--- src/rtl/bnn_infer_ctrl.sv ---
// Sequencer between an image stream, a BNN core and a result FIFO.
// Latency: core_start one cycle after image acceptance; result visible on the core_done edge.
// Backpressure: img_ready drops while an inference is in flight or the result FIFO is full.
// Optional watchdog compiled in with macro BNN_TIMEOUT_EN.
module bnn_infer_ctrl #(
    parameter int IMG_W       = 30,
    parameter int IC          = 1,
    parameter int PAD_BITS    = 4,
    parameter int RES_W       = 4,
    parameter int RES_DEPTH   = 4,
    parameter int TIMEOUT_CYC = 4096
) (
    input  logic                                 clk,
    input  logic                                 rst,
    input  logic [IC*IMG_W*IMG_W+PAD_BITS-1:0]   img_in,
    input  logic                                 img_valid,
    output logic                                 img_ready,
    output logic [IC*IMG_W*IMG_W-1:0]            core_img,
    output logic                                 core_start,
    input  logic                                 core_done,
    input  logic [RES_W-1:0]                     core_result,
    output logic [RES_W-1:0]                     result_out,
    output logic                                 result_valid,
    input  logic                                 result_ready,
    input  logic                                 clear,
    output logic                                 busy,
    output logic [$clog2(RES_DEPTH):0]           res_count,
    output logic                                 timeout_err
);
    localparam int PIX_BITS = IC * IMG_W * IMG_W;
    localparam int PW       = $clog2(RES_DEPTH);
    localparam int CW       = $clog2(RES_DEPTH) + 1;

    typedef enum logic [1:0] {IDLE, START, RUN} state_t;

    state_t                state_q;
    logic [PIX_BITS-1:0]   core_img_q;
    logic                  core_start_q;
    logic [RES_W-1:0]      mem_q [RES_DEPTH];
    logic [PW-1:0]         wptr_q, wptr_d;
    logic [PW-1:0]         rptr_q, rptr_d;
    logic [CW-1:0]         cnt_q, cnt_d;
    logic                  push;
    logic                  pop;

    // Pad bits carry no image data and are dropped on acceptance.
    logic unused_pad;
    assign unused_pad = ^img_in[PAD_BITS-1:0];

    // Only a RUN-state completion produces a result; acceptance guarantees a free slot.
    assign push = (state_q == RUN) && core_done;
    assign pop  = (cnt_q != '0) && result_ready;

    assign img_ready    = (state_q == IDLE) && (cnt_q < CW'(RES_DEPTH)) && !clear;
    assign busy         = (state_q != IDLE);
    assign core_img     = core_img_q;
    assign core_start   = core_start_q;
    assign result_valid = (cnt_q != '0);
    assign result_out   = mem_q[rptr_q];
    assign res_count    = cnt_q;

`ifdef BNN_TIMEOUT_EN
    localparam int WD_W = (TIMEOUT_CYC > 2) ? $clog2(TIMEOUT_CYC) : 1;
    logic [WD_W-1:0] wd_q;
    logic            terr_q;
    assign timeout_err = terr_q;
`else
    logic unused_wd_cfg;
    assign unused_wd_cfg = (TIMEOUT_CYC > 0);
    assign timeout_err   = 1'b0;
`endif

    // Inference sequencing: accept image, pulse start, wait for completion (or watchdog).
    always_ff @(posedge clk) begin
        if (rst) begin
            state_q      <= IDLE;
            core_img_q   <= '0;
            core_start_q <= 1'b0;
`ifdef BNN_TIMEOUT_EN
            wd_q         <= '0;
            terr_q       <= 1'b0;
`endif
        end else if (clear) begin
            state_q      <= IDLE;
            core_start_q <= 1'b0;
`ifdef BNN_TIMEOUT_EN
            terr_q       <= 1'b0;
`endif
        end else begin
            case (state_q)
                IDLE: begin
                    if (img_valid && img_ready) begin
                        core_img_q   <= img_in[PIX_BITS+PAD_BITS-1:PAD_BITS];
                        core_start_q <= 1'b1;
                        state_q      <= START;
                    end
                end
                START: begin
                    core_start_q <= 1'b0;
                    state_q      <= RUN;
`ifdef BNN_TIMEOUT_EN
                    wd_q         <= '0;
`endif
                end
                RUN: begin
                    if (core_done) begin
                        state_q <= IDLE;
`ifdef BNN_TIMEOUT_EN
                    end else if (wd_q == WD_W'(TIMEOUT_CYC - 1)) begin
                        state_q <= IDLE;
                        terr_q  <= 1'b1;
                    end else begin
                        wd_q <= wd_q + 1'b1;
`endif
                    end
                end
                default: state_q <= IDLE;
            endcase
        end
    end

    // FIFO pointer/occupancy next state; clear wins over any push or pop.
    always_comb begin
        wptr_d = wptr_q;
        rptr_d = rptr_q;
        cnt_d  = cnt_q;
        if (clear) begin
            wptr_d = '0;
            rptr_d = '0;
            cnt_d  = '0;
        end else begin
            if (push) wptr_d = wptr_q + 1'b1;
            if (pop)  rptr_d = rptr_q + 1'b1;
            case ({push, pop})
                2'b10:   cnt_d = cnt_q + 1'b1;
                2'b01:   cnt_d = cnt_q - 1'b1;
                default: cnt_d = cnt_q;
            endcase
        end
    end

    // FIFO pointer/occupancy registers.
    always_ff @(posedge clk) begin
        if (rst) begin
            wptr_q <= '0;
            rptr_q <= '0;
            cnt_q  <= '0;
        end else begin
            wptr_q <= wptr_d;
            rptr_q <= rptr_d;
            cnt_q  <= cnt_d;
        end
    end

    // FIFO storage write; a flushed push is discarded.
    always_ff @(posedge clk) begin
        if (push && !clear && !rst) begin
            mem_q[wptr_q] <= core_result;
        end
    end
endmodule

--- config.mk ---
export PLATFORM = sky130hd
export DESIGN_NAME = bnn_infer_ctrl
export DESIGN_NICKNAME = d
export VERILOG_FILES = /design/src/rtl/bnn_infer_ctrl.sv
export SDC_FILE = /design/constraint.sdc
export NUM_CORES = 2
export LEC_CHECK = 0
export ABC_AREA = 0
export CAP_MARGIN = 0
export CELL_PAD_IN_SITES_DETAIL_PLACEMENT = 1
export CELL_PAD_IN_SITES_GLOBAL_PLACEMENT = 2
export CORE_AREA = 8 8 705 707
export DETAILED_ROUTE_END_ITERATION = 8
export DIE_AREA = 0 0 713 715
export PLACE_DENSITY_LB_ADDON = 0.1
export SYNTH_ARGS = -nofsm -noshare
export SYNTH_HDL_FRONTEND = slang
export SYNTH_SLANG_ARGS = --single-unit
--- constraint.sdc ---
create_clock -name clk -period 4.9 [get_ports clk]
set_input_delay 0.98 -clock clk [delete_from_list [all_inputs] [get_ports clk]]
set_output_delay 0.98 -clock clk [all_outputs]
set_load 0.01 [all_outputs]
==> impl_metrics.tcl <==
set metrics [dict create \
    grt_overflow 0 \
    drt_wl_total_microns 379000 \
    synth_enable_flop_cells 16 \
    yosys_warnings 0 \
    stdcell_count 12381 \
    slew_viol_final 0 \
    die_w_microns 713 \
    setup_slack_ns 1.04 \
    row_count 256 \
    crit_chain "mux4_2 > clkdlybuf4s50_1" \
    core_area_sq_um 485000 \
    use_met3 0.0564 \
    postSynth.asyncResetShare 0 \
    area_delta_synth_final_pct 77.8 \
    grt_pass1_wl_microns 481000 \
    power_frac_clock 0.491 \
    grt_util_all_layers 0.141 \
    min_period_over_period 0.787 \
    ys_types 30 \
    ys_ff_latch 928 \
    globalRouteMet2Util 0.265 \
    clk_pin_slew_worst_paths_ns 0.05 \
    power_leakage_nw 21.3 \
    num-nets-final 6693 \
    r2r_start "res_count[2]" \
    hold_class "register to register" \
    place_area_sq_um 64800 \
    worst_pin_slew_ns 0.988 \
    cap_violations 0 \
    crit_arrival_ns 2.88 \
    combPwrFrac 0.155 \
    final_area_sq_um 69900 \
    finalSetupViolCount 0 \
    synth_top_area_frac 0.464 \
    clockRootBuffer "clkbuf_16" \
    period_needed_ns 3.86 \
    mostFrequentLayoutCell "clkdlybuf4s50_1" \
    final_util 0.144 \
    fin_tns_setup_ns 0 \
    cts_tree "built" \
    hold_violations 0 \
    min-delay-start "core_img[20]" \
    yosys.area.top_type "dfxtp_1" \
    drive_gt1_frac 0.0579 \
    postCtsSetupRepairBufs 0 \
    grt_pass1_vias 43037 \
    yosysSeqAreaShare 0.477 \
    p_sw_mw 6.73 \
    relSlewSlack 0.341 \
    p_int_mw 16.5 \
    cts-htree-levels 4 \
    ant_nets 0 \
    cts_resized 0 \
    cpPeakStageDelay_ns 0.90 \
    max_freq_mhz 259 \
    fin_skew_ns 0.0700 \
    busiest_layer "met2" \
    crit_slowest_cell "clkdlybuf4s50_1" \
    drt-pass1-iter-count 5 \
    critical_path_class "register to output pin" \
    crit_fanout 4 \
    mostFrequentLayoutCells "1,818 x clkdlybuf4s50_1, 912 x dfxtp_1, 901 x nand2b_1" \
    die_height_microns 715 \
    netlist_instances 4183 \
    critPathLaunchType "register" \
    clock_path_buffers 4 \
    gp_congestion 0.821 \
    rsz0062_at_grt "false" \
    hold_buffers 0 \
    syn_area_sq_um 39300 \
    route.detailed.drc 0 \
    synth_ff_type "dfxtp_1" \
    dp_cells 12063 \
    syn_area_per_cell_sq_um 9.40 \
    dp_slack_ns 1.15 \
    cp.required_ns 3.92 \
    cts_made_buffers 158 \
    power_frac_seq 0.354 \
    hpwlAfterDp_microns 301000 \
    powerDensity_nw_per_um2 332 \
    drt_iter0_markers 2049 \
    critPathCaptureType "output pin" \
    via_count 41129 \
    start_util 0.0811 \
    clock_latency_ns 0.86 \
    irDropWorstVdd_mv 0.246 \
    synth_fp_nets 5103 \
    status "completed" \
    grt_antenna_before_repair 318 \
    dieArea_sq_um 510000 \
    clkSinkCount 928 \
    grt.met1_usage 0.149 \
    ioPinCount 1826 \
    fillers 56133 \
    portBuffers 1820 \
    routed_via_density 3.32 \
    grt_start_max_net_pins 196 \
    ys_top_cells_by_area "dfxtp_1 46%, nand4b_1 20%, nand2b_1 14%" \
    wl_per_cell_microns 30.6 \
    p_sw_frac 0.290 \
]
-- worst max-delay path: cells and delay by family, from the launching register on --
kind / cells / cell delay [ns]
buf+inv: 1 / 0.90
flops: 1 / 0.52
mux: 1 / 0.56
-- flip-flops by register name (all words and copies together) (netlist names), named ones only --
signal and cells:
core_img 900, mem_q 16, res_count 3, rptr_q 2, state_q 2, wptr_q 2, core_start 1
-- metrics by stage --
step                hold slack, ns  total power [mW]
floorplan                    0.485              9.44
global placement             0.454              12.1
detailed placement           0.458              12.1
CTS                          0.470              24.1
global route                 0.482              24.4
finish                       0.469              23.2
-- cells by family after synthesis --
kind of cell,synth area share
AND/OR/NAND/NOR,0.347
flip-flops,0.477
AO/OA/AOI/OAI,0.116
buffers and inverters,0.0548
adder cells (fa/ha/maj),0.00210
XOR/XNOR,0.00111
multiplexers,0.00255
other,0.0000954
-- power groups by stage --
stage	Clock, mW	Sequential, mW	Combinational [mW]
6_report	11.4	8.20	3.60
5_1_grt	12.3	8.25	3.85
4_1_cts	12.2	8.21	3.73
3_5_place_dp	0	8.36	3.72
3_3_place_gp	0	8.35	3.73
2_1_floorplan	0	8.47	0.968
-- cells in the mapped netlist (4+ instances only) --
cell type,n
buf_2,184
nand2b_1,901
dfxtp_1,912
nor2_1,10
buf_1,8
nand4b_1,900
mux4_2,4
o21ai_1,90
inv_1,5
o21ai_0,811
and2_1,5
edfxtp_1,16
buf_4,6
ha_1,5
clkbuf_1,304
-- path summary, 6_finish.rpt --
| kind | to | slack [ns] | cells after the start |
|---|---|---|---|
| worst max-delay path | result_out[1] | 1.04 | 2 |
| worst max register to register | core_img[456] | 2.02 | 5 |
| worst min register to register | core_img[20] | 0.47 | 2 |
| worst min-delay path | core_img[20] | 0.47 | 2 |
-- layer usage --
metal | routed length (microns) | part of all wire | up-vias
met5 | 740 | 0.0020 | -
met4 | 9550 | 0.025 | 116
met3 | 32700 | 0.086 | 727
met2 | 196000 | 0.52 | 1657
met1 | 140000 | 0.37 | 20350
li1 | - | - | 18279
-- cell type report --
type	count	area (sq um)	share of cell area
multi-input combinational	2748	18400	0.264
sequential	928	18700	0.268
clock buffer	238	4570	0.0653
clock inverter	35	409	0.00585
timing repair buffer	1932	19600	0.280
inverter	5	18.8	0.000268
tap	6450	8070	0.115
antenna	45	113	0.00161
(Power assumes the default switching activity.)
